[src/rtl/dmem_arb_pkg.sv]
// Shared types and RISC-V load/store encodings for the data-memory arbiter.
package dmem_arb_pkg;

    typedef enum logic [1:0] {
        IDLE   = 2'd0,
        ACCESS = 2'd1,
        RESP   = 2'd2
    } state_t;

    localparam logic [2:0] F3_LB  = 3'b000;
    localparam logic [2:0] F3_LH  = 3'b001;
    localparam logic [2:0] F3_LW  = 3'b010;
    localparam logic [2:0] F3_LBU = 3'b100;
    localparam logic [2:0] F3_SB  = 3'b000;
    localparam logic [2:0] F3_SH  = 3'b001;
    localparam logic [2:0] F3_SW  = 3'b010;

    // Access size lives in funct3[1:0]; byte accesses can never be misaligned.
    function automatic logic is_misaligned(input logic [2:0] funct3, input logic [1:0] addr_lo);
        logic mis;
        mis = 1'b0;
        case (funct3)
            3'b010, 3'b110: mis = (addr_lo != 2'b00);
            3'b001, 3'b101: mis = addr_lo[0];
            default:        mis = 1'b0;
        endcase
        return mis;
    endfunction

endpackage

[src/rtl/dmem_arbiter_if.sv]
// Data-memory port bundle; the arbiter drives it as master, the memory as slave.
interface dmem_arbiter_if #(
    parameter int DM_ADDRESS = 9,
    parameter int DATA_W     = 32
);
    logic                  MemRead;
    logic                  MemWrite;
    logic [DM_ADDRESS-1:0] mem_a;
    logic [DATA_W-1:0]     mem_wd;
    logic [2:0]            mem_funct3;
    logic [DATA_W-1:0]     mem_rd;

    modport master (
        output MemRead, MemWrite, mem_a, mem_wd, mem_funct3,
        input  mem_rd
    );

    modport slave (
        input  MemRead, MemWrite, mem_a, mem_wd, mem_funct3,
        output mem_rd
    );
endinterface

[src/rtl/rr_arbiter.sv]
// Combinational rotate-priority arbiter: the first requester after 'last' wins.
module rr_arbiter #(
    parameter int N = 2
) (
    input  logic [N-1:0]         req,
    input  logic [$clog2(N)-1:0] last,
    output logic [N-1:0]         grant
);
    localparam int IW = $clog2(N);

    always_comb begin
        logic [IW-1:0] idx;
        logic          found;
        grant = '0;
        found = 1'b0;
        idx   = '0;
        for (int i = 1; i <= N; i++) begin
            idx = IW'((int'(last) + i) % N);
            if (!found && (|(req & (N'(1) << idx)))) begin
                grant = N'(1) << idx;
                found = 1'b1;
            end
        end
    end
endmodule

[src/rtl/dmem_arbiter.sv]
// Round-robin sharing of one data-memory port between NUM_REQ requesters,
// one transaction at a time, with misaligned accesses answered by an error.
module dmem_arbiter
    import dmem_arb_pkg::*;
#(
    parameter int NUM_REQ    = 2,
    parameter int DM_ADDRESS = 9,
    parameter int DATA_W     = 32
) (
    input  logic                          clk,
    input  logic                          rst_n,
    input  logic [NUM_REQ-1:0]            req,
    input  logic [NUM_REQ-1:0]            req_we,
    input  logic [NUM_REQ*DM_ADDRESS-1:0] req_addr,
    input  logic [NUM_REQ*DATA_W-1:0]     req_wdata,
    input  logic [NUM_REQ*3-1:0]          req_funct3,
    output logic [NUM_REQ-1:0]            gnt,
    output logic [NUM_REQ-1:0]            rvalid,
    output logic [DATA_W-1:0]             rdata,
    output logic                          rerr,
    dmem_arbiter_if.master                mem
);
    localparam int IW = $clog2(NUM_REQ);

    state_t                state, next_state;
    logic [NUM_REQ-1:0]    grant;
    logic [IW-1:0]         last_winner, resp_idx, win_idx;
    logic                  win_we, win_mis, take;
    logic [DM_ADDRESS-1:0] win_addr;
    logic [DATA_W-1:0]     win_wdata;
    logic [2:0]            win_funct3;
    logic                  lat_we, err_flag;
    logic [DATA_W-1:0]     rdata_reg;
    logic                  mem_read_q, mem_write_q;
    logic [DM_ADDRESS-1:0] mem_a_q;
    logic [DATA_W-1:0]     mem_wd_q;
    logic [2:0]            mem_f3_q;

    rr_arbiter #(.N(NUM_REQ)) u_rr (
        .req   (req),
        .last  (last_winner),
        .grant (grant)
    );

    // Pull the winning requester's fields out of the packed request buses.
    always_comb begin
        win_idx = '0;
        for (int i = 0; i < NUM_REQ; i++) begin
            if (grant[i]) win_idx = IW'(i);
        end
        win_we     = |(req_we & grant);
        win_addr   = DM_ADDRESS'(req_addr >> (int'(win_idx) * DM_ADDRESS));
        win_wdata  = DATA_W'(req_wdata >> (int'(win_idx) * DATA_W));
        win_funct3 = 3'(req_funct3 >> (int'(win_idx) * 3));
        win_mis    = is_misaligned(win_funct3, win_addr[1:0]);
    end

    assign take = (state == IDLE) && (|grant);

    always_ff @(posedge clk or negedge rst_n) begin
        if (!rst_n) state <= IDLE;
        else        state <= next_state;
    end

    always_comb begin
        next_state = state;
        unique case (state)
            IDLE:    if (|grant) next_state = win_mis ? RESP : ACCESS;
            ACCESS:  next_state = RESP;
            RESP:    next_state = IDLE;
            default: next_state = IDLE;
        endcase
    end

    // gnt is masked during reset so a held request cannot leak a grant.
    always_comb begin
        gnt    = (state == IDLE && rst_n) ? grant : '0;
        rvalid = (state == RESP) ? (NUM_REQ'(1) << resp_idx) : '0;
        rerr   = (state == RESP) && err_flag;
    end

    // Memory strobes are loaded at grant and cleared after the single ACCESS cycle.
    always_ff @(posedge clk or negedge rst_n) begin
        if (!rst_n) begin
            last_winner <= IW'(NUM_REQ - 1);
            resp_idx    <= '0;
            lat_we      <= 1'b0;
            err_flag    <= 1'b0;
            rdata_reg   <= '0;
            mem_read_q  <= 1'b0;
            mem_write_q <= 1'b0;
            mem_a_q     <= '0;
            mem_wd_q    <= '0;
            mem_f3_q    <= '0;
        end else if (take) begin
            last_winner <= win_idx;
            resp_idx    <= win_idx;
            lat_we      <= win_we;
            err_flag    <= win_mis;
            if (win_mis) begin
                rdata_reg <= '0;
            end else begin
                mem_read_q  <= ~win_we;
                mem_write_q <= win_we;
                mem_a_q     <= win_addr;
                mem_wd_q    <= win_wdata;
                mem_f3_q    <= win_funct3;
            end
        end else if (state == ACCESS) begin
            mem_read_q  <= 1'b0;
            mem_write_q <= 1'b0;
            rdata_reg   <= lat_we ? '0 : mem.mem_rd;
        end
    end

    assign rdata          = rdata_reg;
    assign mem.MemRead    = mem_read_q;
    assign mem.MemWrite   = mem_write_q;
    assign mem.mem_a      = mem_a_q;
    assign mem.mem_wd     = mem_wd_q;
    assign mem.mem_funct3 = mem_f3_q;

endmodule

[src/flat_wrapper.sv]
// flat-port wrapper written by rule: the top's interface ports become plain ports
module dmem_arbiter_flat import dmem_arb_pkg::*;
#(
    parameter int NUM_REQ    = 2,
    parameter int DM_ADDRESS = 9,
    parameter int DATA_W     = 32
)
  (clk, rst_n, req, req_we, req_addr, req_wdata, req_funct3, gnt, rvalid, rdata, rerr, mem_MemRead, mem_MemWrite, mem_mem_a, mem_mem_wd, mem_mem_funct3, mem_mem_rd);
  dmem_arbiter_if #(.DM_ADDRESS(DM_ADDRESS), .DATA_W(DATA_W)) mem_i ();
  input  logic clk;
  input  logic rst_n;
  input  logic [NUM_REQ-1:0] req;
  input  logic [NUM_REQ-1:0] req_we;
  input  logic [NUM_REQ*DM_ADDRESS-1:0] req_addr;
  input  logic [NUM_REQ*DATA_W-1:0] req_wdata;
  input  logic [NUM_REQ*3-1:0] req_funct3;
  output logic [NUM_REQ-1:0] gnt;
  output logic [NUM_REQ-1:0] rvalid;
  output logic [DATA_W-1:0] rdata;
  output logic rerr;
  output wire logic [$bits(mem_i.MemRead)-1:0] mem_MemRead;
  output wire logic [$bits(mem_i.MemWrite)-1:0] mem_MemWrite;
  output wire logic [$bits(mem_i.mem_a)-1:0] mem_mem_a;
  output wire logic [$bits(mem_i.mem_wd)-1:0] mem_mem_wd;
  output wire logic [$bits(mem_i.mem_funct3)-1:0] mem_mem_funct3;
  input wire logic [$bits(mem_i.mem_rd)-1:0] mem_mem_rd;
  assign mem_MemRead = mem_i.MemRead;
  assign mem_MemWrite = mem_i.MemWrite;
  assign mem_mem_a = mem_i.mem_a;
  assign mem_mem_wd = mem_i.mem_wd;
  assign mem_mem_funct3 = mem_i.mem_funct3;
  assign mem_i.mem_rd = mem_mem_rd;
  dmem_arbiter #(.NUM_REQ(NUM_REQ), .DM_ADDRESS(DM_ADDRESS), .DATA_W(DATA_W)) u_core (.clk(clk), .rst_n(rst_n), .req(req), .req_we(req_we), .req_addr(req_addr), .req_wdata(req_wdata), .req_funct3(req_funct3), .gnt(gnt), .rvalid(rvalid), .rdata(rdata), .rerr(rerr), .mem(mem_i));
endmodule
[config.mk]
export PLATFORM = sky130hd
export DESIGN_NAME = dmem_arbiter_flat
export DESIGN_NICKNAME = d
export VERILOG_FILES = /design/src/rtl/dmem_arb_pkg.sv /design/src/rtl/dmem_arbiter_if.sv /design/src/rtl/rr_arbiter.sv /design/src/rtl/dmem_arbiter.sv /design/src/flat_wrapper.sv
export SDC_FILE = /design/constraint.sdc
export NUM_CORES = 1
export LEC_CHECK = 0
export BUFFER_PORTS_ARGS = -buffer_cell sky130_fd_sc_hd__buf_2
export CAP_MARGIN = 20
export CORE_ASPECT_RATIO = 0.6
export CORE_MARGIN = 1
export CORE_UTILIZATION = 45
export DETAILED_ROUTE_END_ITERATION = 10
export PLACE_DENSITY = 0.78
export SKIP_CTS_REPAIR_TIMING = 1
export SLEW_MARGIN = 20
export SYNTH_ARGS = -nofsm -noshare
export SYNTH_HDL_FRONTEND = slang
export SYNTH_SLANG_ARGS = --single-unit
export TNS_END_PERCENT = 50
[constraint.sdc]
create_clock -name clk -period 3.3 [get_ports clk]
set_input_delay 0.66 -clock clk [delete_from_list [all_inputs] [get_ports clk]]
set_output_delay 0.66 -clock clk [all_outputs]
set_load 0.05 [all_outputs]
==> results of run 1 <==
## worst max-delay path by stage
stage	end	slack, ns	depth (start not counted)
after floorplan	u_core.mem.MemRead	0.52	13
after global placement	u_core.mem.mem_wd[16]	0.39	11
after detailed placement	u_core.mem.mem_wd[5]	0.21	11
after CTS	u_core.mem.mem_funct3[2]	0.56	11
after global routing	u_core.mem.mem_wd[6]	0.36	11
final	u_core.mem.mem_funct3[2]	0.52	11
## report_power, final
part,internal (mW),switching [mW],total (mW)
combinational,0.931,2.67,3.61
clock,0.738,0.381,1.12
sequential,1.53,0.329,1.86
total,3.20,3.38,6.58
## stage by stage
stage / power, mW / util, % / setup WS [ns]
after floorplan: 4.59 / - / 0.524
after global placement: 5.37 / 59.5 / 0.395
after detailed placement: 5.48 / 59.5 / 0.207
after CTS: 6.62 / 63.5 / 0.557
after global routing: 6.94 / 63.5 / 0.356
final: 6.58 / 63.5 / 0.521
## area by class of cell
| type | count | area share (%) |
|---|---|---|
| Clock buffer | 11 | 4.30 |
| Multi-Input combinational cell | 266 | 31.4 |
| Timing Repair Buffer | 217 | 20.8 |
| Tap cell | 112 | 2.59 |
| Sequential cell | 84 | 38.8 |
| Clock inverter | 5 | 1.90 |
| Inverter | 3 | 0.208 |
## logic make-up (layout without fill, tap and decap cells)
| group | Yosys count | in the layout | synth area share [%] |
|---|---|---|---|
| buffers and inverters | 36 | 236 | 4.65 |
| flip-flops | 84 | 84 | 53.1 |
| multiplexers | 47 | 47 | 11.9 |
| adder cells (fa/ha/maj) | 2 | 2 | 0.632 |
| AO/OA/AOI/OAI | 133 | 133 | 18.7 |
| AND/OR/NAND/NOR | 84 | 84 | 11.0 |
## placed cells by master, fill, tap and decap left out
| master | netlist | final |
|---|---|---|
| clkbuf_16 | 0 | 9 |
| and4_1 | 1 | 1 |
| dfrtp_1 | 83 | 83 |
| buf_4 | 1 | 9 |
| o22ai_1 | 33 | 33 |
| buf_2 | 12 | 207 |
| a31oi_1 | 2 | 2 |
| o21a_1 | 1 | 1 |
| nor2_1 | 2 | 2 |
| o21ai_0 | 4 | 4 |
| and2_1 | 1 | 1 |
| buf_12 | 0 | 1 |
| a32oi_1 | 1 | 1 |
| nand2b_4 | 0 | 1 |
| a21boi_4 | 1 | 1 |
| clkbuf_1 | 16 | 2 |
| ha_1 | 2 | 2 |
| o21bai_1 | 2 | 1 |
| nor3_2 | 1 | 1 |
| inv_1 | 3 | 3 |
| a22o_1 | 1 | 1 |
| and3b_1 | 2 | 2 |
| and3_1 | 1 | 1 |
| clkinv_2 | 0 | 1 |
| nor3b_1 | 1 | 1 |
| o21bai_4 | 0 | 1 |
| nand2b_1 | 36 | 35 |
| a21oi_1 | 88 | 88 |
| bufinv_16 | 0 | 3 |
| mux2i_1 | 47 | 47 |
| nand2_1 | 38 | 38 |
| dfstp_2 | 1 | 1 |
| nor3_4 | 0 | 1 |
| clkinvlp_4 | 0 | 1 |
## layer usage
layer / wire length (µm) / global-route usage [%] / vias to the layer above / part of all wire [%]
li1: - / - / 1757 / -
met5: 0 / 0 / - / 0
met3: 643 / 4.55 / 13 / 6.0
met2: 5160 / 35.7 / 140 / 48
met1: 4760 / 30.4 / 1716 / 45
met4: 131 / 7.36 / 0 / 1.2
## synth_stat cells, drive strengths merged
library cell and instances:
nand2b 36, and2 1, a21oi 88, o21ai 4, nand2 38, and4 1
and3b 2, mux2i 47, dfrtp 83, a31oi 2, buf 17, ha 2
o21a 1, nor2 2, nor3b 1, inv 3, a32oi 1, a21boi 1
o22ai 33, dfstp 1, and3 1, o21bai 2, a22o 1, nor3 2
clkbuf 16
==> results.yml, run 1 <==
clocking:
  insertion_delay_ns: 0.33
  cts.sinks: 84
  htreeDepth: 3
  root_buffer: "clkbuf_16"
  cts_buffer_depth: 2
  cts_tree: "done"
  cts_buffers: 9
  clkSlewWorstSetupHoldPaths_ns: 0.06
final_layout:
  nNetsFinal: 709
  drive_above_1_share_pct: 40.4
  n_fill_cell: 750
  design_area_um2: 5410
  regArea_um2: 2100
  multi_input_area_um2: 1700
  diodes: 0
  areaGrowthSynthToFinish_pct: 36.8
  fin_cells: 698
place:
  dp_hpwl_um: 7640
  placed_cells: 682
  io_buffers: 208
  post_dp_cell_area_um2: 5070
  gp_congestion: 0.865
detailed_routing:
  antenna_left: 0
  vias: 3626
  drc: 0
  drt_wl_total_um: 10700
  drtPass1Iterations: 4
  wl_per_cell_um: 15.3
  drt_iter0_markers: 165
  viasPerCell: 5.19
outcome:
  status: "finished clean"
critical_path:
  timing.rr.end: "u_core.mem.mem_funct3[2]"
  start_kind: "primary input"
  cp_cell_sequence: "buf_2 > a21boi_4 > mux2i_1 > inv_1 > ha_1 > o21ai_0 > mux2i_1 > o21bai_4 > and2_1 > buf_4 > a21oi_1"
  cp.arrival_ns: 2.97
  worst_path_most_repeated_cell: "mux2i_1"
  cp_num_buf_inv: 3
  r2r_cells: 10
  setup.worst_path.start: "req[1]"
  reg2reg_from: "u_core.last_winner"
  criticalPathCategory: "in -> reg"
  critPathMaxStageDelay_ns: 0.34
  critical_path.endpoint_type: "register"
  r2r_setup_slack_ns: 0.64
  path_delay_family: "compound AO/OA/AOI/OAI gates"
  critPathSlowestCell: "a21boi_4"
  crit_fanout: 33
  critPathRequiredTime_ns: 3.49
yosys:
  syn_area_um2: 3960
  ys_warn_count: 0
  syn-mean-instance-area_um2: 10.3
  synth_fp_nets: 514
  synth_top_area_cell: "dfrtp_1"
  ys_seq_elements: 84
  ys_top_cells_by_area: "dfrtp_1 (52%), mux2i_1 (12%), a21oi_1 (11%), nand2b_1 (5.7%), o22ai_1 (5.2%)"
  syn_inst: 386
  seq_area_frac_synth_pct: 53.1
  yosys.area.top_type_share_pct: 52.5
  synth_cell_type_count: 28
min_path:
  hold_path_class: "in -> async"
floorplanning:
  core_area_um2: 8520
  dieHeight_um: 74.6
  fp.dieW_um: 123
  initial_core_util_pct: 46.4
  dieArea_um2: 9190
  ioPinCount: 209
  row_count: 26
sta:
  worstMarginPinSlew_ns: 0.905
  fin_crit_sh_pct: 84.2
  slew_viol_final: 0
  setup_viol: 0
  fin_hold_ws_ns: 0.169
  rsz0062_at_grt: "no"
  max_freq_ghz: 0.360
  fin_setup_tns_ns: 0
  hold_violations: 0
  worst_slew_margin_rel_pct: 39.7
  clock_skew_ns: 0.00816
  period_minus_slack_ns: 2.78
global_route:
  track_usage_pct: 22.1
  grt_pass1_wl_um: 15600
  grt_start_max_net_pins: 74
  grt.overflow.total: 0
  antenna_found_initial: 0
  grt_pass1_vias: 3166
power:
  power_density_nw_per_um2: 1220
  power_leakage_nw: 2.69
  vdd.ir_drop.worst_mv: 0.683
flow_run:
  maxCapViolations: 0
No activity file was read; power rests on OpenSTA's default activity.
==> run 2, diff against run 1 <==
==> constraint.sdc (replaced) <==
create_clock -name clk -period 2.7 [get_ports clk]
set_input_delay 0.54 -clock clk [delete_from_list [all_inputs] [get_ports clk]]
set_output_delay 0.54 -clock clk [all_outputs]
set_load 0.05 [all_outputs]
==> results.yml, run 2 (synthesized netlist as in run 1, its figures left out) <==
place:
  dp_hpwl_um: 7810
  gp_congestion: 0.836
  io_buffers: 208
clocking:
  cts_tree: "done"
  cts.sinks: 84
  clkSlewWorstSetupHoldPaths_ns: 0.07
  root_buffer: "clkbuf_16"
  cts_buffer_depth: 2
  insertion_delay_ns: 0.33
  cts_buffers: 9
  htreeDepth: 3
floorplanning:
  core_area_um2: 8520
  fp.dieW_um: 123
  initial_core_util_pct: 46.4
  row_count: 26
  dieArea_um2: 9190
  dieHeight_um: 74.6
  ioPinCount: 209
final_layout:
  nNetsFinal: 712
  final_util_pct: 63.8
  final_cell_mix: "buf_2 (207), a21oi_1 (88), dfrtp_1 (83)"
  n_fill_cell: 732
  drive_above_1_share_pct: 41.3
  areaGrowthSynthToFinish_pct: 37.3
  mostFrequentLayoutCell: "buf_2"
  diodes: 0
global_route:
  grt_pass1_vias: 3275
  antenna_found_initial: 0
  grt_start_max_net_pins: 68
  grt.overflow.total: 0
  track_usage_pct: 22.5
  grt_pass1_wl_um: 15900
sta:
  max_freq_ghz: 0.401
  worstMarginPinSlew_ns: 0.767
  rsz0062_at_grt: "no"
  clock_skew_ns: 0.00958
  period_minus_slack_ns: 2.50
  setup_viol: 0
  worst_slew_margin_rel_pct: 48.9
  slew_viol_final: 0
  hold_violations: 0
  fin_crit_sh_pct: 92.5
  fin_hold_ws_ns: 0.268
critical_path:
  start_kind: "primary input"
  cp.arrival_ns: 2.74
  timing.rr.end: "u_core.mem.mem_wd[28]"
  critPathRequiredTime_ns: 2.95
  r2r_setup_slack_ns: 0.21
  crit_fanout: 26
  criticalPathCategory: "in -> reg"
  r2r_cells: 10
  reg2reg_from: "u_core.last_winner"
  critical_path.endpoint_type: "register"
power:
  combPwrFrac_pct: 55.3
  power_density_nw_per_um2: 1480
  power_leakage_nw: 2.71
  power_frac_clock_pct: 16.4
  power_frac_seq_pct: 28.4
  intPower_mw: 3.85
  vdd.ir_drop.worst_mv: 0.686
  switching_share_pct: 52.0
  switching_power_mw: 4.17
detailed_routing:
  drt_wl_total_um: 10700
  drtPass1Iterations: 5
  drt_iter0_markers: 158
  viasPerCell: 5.25
  drc: 0
  antenna_left: 0
  vias: 3680
  wl_per_cell_um: 15.3
min_path:
  hold_path_class: "in -> async"
flow_run:
  maxCapViolations: 0
outcome:
  status: "finished clean"
==> run 2: cell count changes in the layout (fill, tap and decap cells not counted) <==
cell / previous run / this run
buf_12: 1 / 2
mux2i_1: 47 / 46
inv_6: 0 / 3
bufinv_16: 3 / 2
clkinv_2: 1 / 2
clkinvlp_4: 1 / 0
mux2i_2: 0 / 1
nand2b_4: 1 / 0
buf_4: 9 / 11
nand2b_2: 0 / 1
clkbuf_1: 2 / 0
==> run 2: cell type report <==
type	count	area, µm²	area share [%]
Sequential cell	84	2100	38.7
Tap cell	112	140	2.58
Clock buffer	9	225	4.14
Clock inverter	7	96.3	1.77
Timing Repair Buffer	220	1160	21.3
Multi-Input combinational cell	266	1700	31.3
Inverter	3	11.3	0.207
==> run 2: layer usage <==
metal | track usage, % | part of all wire, %
met1 | 30.9 | 44
met2 | 36.5 | 48
met3 | 5.00 | 7.0
met4 | 6.83 | 0.93
met5 | 0 | 0
==> run 2: worst max-delay path by stage <==
stage	from	cells past startpoint	to
2_1_floorplan	req[1]	13	u_core.mem.MemRead
3_3_place_gp	req[0]	11	u_core.mem.mem_funct3[1]
3_5_place_dp	req[1]	11	u_core.mem.mem_wd[28]
4_1_cts	u_core.last_winner	10	u_core.mem.mem_wd[28]
5_1_grt	u_core.last_winner	10	u_core.mem.mem_funct3[1]
6_report	req[1]	11	u_core.mem.mem_wd[28]
==> run 2: through the flow <==
step                setup slack (ns)  setup TNS [ns]  cell area, µm²  power [mW]  std cells
floorplan                     0.0435               0            3960        5.62        386
detailed placement            -0.133           -4.81            5110        6.72        685
global route                 0.00469               0            5430        8.45        701
global placement              0.0273               0            5110        6.60        685
finish                         0.204               0            5430        8.02        701
CTS                            0.207               0            5430        8.05        701
==> run 2: power by group through the flow <==
| stage | combinational (mW) | sequential, mW | clock, mW |
|---|---|---|---|
| 2_1_floorplan | 1.50 | 4.11 | 0 |
| 3_3_place_gp | 4.35 | 2.25 | 0 |
| 3_5_place_dp | 4.45 | 2.28 | 0 |
| 4_1_cts | 4.44 | 2.27 | 1.33 |
| 5_1_grt | 4.70 | 2.35 | 1.40 |
| 6_report | 4.43 | 2.28 | 1.31 |
==> run 2: critical path: stages <==
cell	delay (ns)
buf_2	0.13
a21boi_4	0.29
mux2i_1	0.35
inv_1	0.10
ha_1	0.19
o21ai_0	0.09
mux2i_2	0.15
o21bai_4	0.24
buf_4	0.33
a21oi_1	0.12
a21oi_1	0.18
==> run 3, diff against run 2 <==
--- a/config.mk
+++ b/config.mk
@@ -16,5 +16,6 @@
 export SLEW_MARGIN = 20
 export SYNTH_ARGS = -nofsm -noshare
 export SYNTH_HDL_FRONTEND = slang
+export SYNTH_HIERARCHICAL = 1
 export SYNTH_SLANG_ARGS = --single-unit
 export TNS_END_PERCENT = 50
==> results.yml, run 3 <==
yosys:
  seq_area_frac_synth_pct: 52.9
  synth.top_cells.by_count: "dfrtp_1 (83), mux2_2 (61), mux2_4 (28), a22o_1 (22)"
  syn_area_um2: 3980
  synth_cell_type_count: 29
  ys_seq_elements: 84
  syn_inst: 272
  synth_top_area_cell: "dfrtp_1"
  ys.flop_type: "dfrtp_1"
  ys_top_cells_by_area: "dfrtp_1 (52%), mux2_2 (17%), mux2_4 (11%), a22o_1 (4.8%), nor4bb_1 (3.0%)"
  synth_fp_nets: 400
  synth_most_common_cell: "dfrtp_1"
  syn-mean-instance-area_um2: 14.6
  synth-async-reset-ratio_pct: 100
  yosys.area.top_type_share_pct: 52.3
  ys_warn_count: 6
  synth_edf_count: 0
global_route:
  grt_start_max_net_pins: 49
  track_usage_pct: 21.3
  grt_pass1_wl_um: 14700
  grt.overflow.total: 0
  grt_pass1_vias: 2928
  antenna_found_initial: 0
clocking:
  cts_buffer_depth: 2
  cts_tree: "done"
  cts_buffers: 9
  htreeDepth: 3
  root_buffer: "clkbuf_16"
  cts.sinks: 84
  clkSlewWorstSetupHoldPaths_ns: 0.06
  insertion_delay_ns: 0.33
final_layout:
  nNetsFinal: 610
  drive_above_1_share_pct: 67.8
  final_util_pct: 64.2
  areaGrowthSynthToFinish_pct: 37.6
  diodes: 0
  final_cell_mix: "buf_2 (207), dfrtp_1 (83), mux2_2 (59)"
  mostFrequentLayoutCell: "buf_2"
  fin_cells: 599
detailed_routing:
  drtPass1Iterations: 4
  drt_iter0_markers: 73
  wl_per_cell_um: 16.1
  antenna_left: 0
  drc: 0
  drt_wl_total_um: 9620
  vias: 3036
  viasPerCell: 5.07
floorplanning:
  ioPinCount: 209
  row_count: 26
  dieArea_um2: 9230
  core_area_um2: 8520
  initial_core_util_pct: 46.6
  fp.dieW_um: 123
  dieHeight_um: 74.8
power:
  power_density_nw_per_um2: 1400
  total_power_mw: 7.65
  vdd.ir_drop.worst_mv: 0.883
  power_leakage_nw: 2.93
sta:
  fin_hold_ws_ns: 0.270
  worst_slew_margin_rel_pct: 47.8
  fin_ws_ns: 0.240
  setup_viol: 0
  fin_crit_sh_pct: 91.1
  rsz0062_at_grt: "no"
  period_minus_slack_ns: 2.46
  max_freq_ghz: 0.407
  clock_skew_ns: 0.00511
  worstMarginPinSlew_ns: 0.782
  hold_violations: 0
  slew_viol_final: 0
outcome:
  status: "finished clean"
critical_path:
  critPathMaxStageDelay_ns: 0.50
  crit_fanout: 45
  cp.arrival_ns: 1.92
  criticalPathCategory: "reg -> out"
  critPathRequiredTime_ns: 2.16
  cp_cell_sequence: "a21boi_4 > buf_4 > and3_1 > buf_2"
  critical_path.endpoint_type: "output pin"
  critPathSlowestCell: "buf_4"
  start_kind: "register"
place:
  pre_cts_ws_ns: -0.0189
  gp_congestion: 0.854
  placed_cells: 583
  io_buffers: 208
  dp_hpwl_um: 7220
flow_run:
  maxCapViolations: 0
min_path:
  hold_path_class: "in -> async"
-- run 3: final cells by class --
cell class | count | area, µm²
clock inverters | 7 | 82.6
multi-input cells | 164 | 1750
flip-flops and latches | 84 | 2100
well taps | 112 | 140
repair buffers | 218 | 1160
inverters | 5 | 18.8
clock buffers | 9 | 225
fillers | 656 | 3050
-- run 3: path summary, 6_finish.rpt --
check,cells past startpoint,slack (ns),start,endpoint
worst max-delay path,4,0.24,u_core/last_winner,gnt[1]
worst min-delay path,2,0.27,rst_n,u_core/mem.mem_wd[27]
worst max register to register,8,0.25,u_core/last_winner,u_core/rdata[18]
worst min register to register,1,0.48,u_core/rdata[1],u_core/rdata[1]
max in group asynchronous,2,1.94,rst_n,u_core/rdata[21]
min in group clk,2,0.42,mem_mem_rd[21],u_core/rdata[21]
-- run 3: logic make-up after synthesis --
family                     after synthesis  synth area share [%]
AOI/OAI and AO/OA                       42                  8.69
adders and majority gates                2                 0.629
buffers and inverters                   24                  4.06
DFF                                     84                  52.9
muxes                                   91                  28.4
and+or+nand+nor                         29                  5.35
-- run 3: critical path, delay by kind of cell (launching register included) --
family,cells,cell delay (ns)
simple gates,1,0.24
buf+inv,2,0.76
compound gates,1,0.20
flops,1,0.39
-- run 3: report_power, final --
part	internal, mW	total, mW	switching [mW]	leakage [nW]
combinational	1.47	4.21	2.74	1.74
sequential	1.81	2.19	0.380	1.04
clock	0.734	1.25	0.517	0.150
-- run 3: metal layers --
metal / GRT usage, % / vias to the layer above / routed length (µm)
li1: - / 1424 / -
met1: 27.5 / 1484 / 4220
met2: 34.9 / 120 / 4660
met3: 6.44 / 8 / 652
met4: 6.43 / 0 / 95
met5: 0 / - / 0
-- run 3: per-stage QoR --
step                      TNS [ns]  instance area, µm²
after floorplan                  0                4020
after global placement           0                5160
after detailed placement    -0.117                5160
after CTS                        0                5470
after global routing             0                5470
final                            0                5470
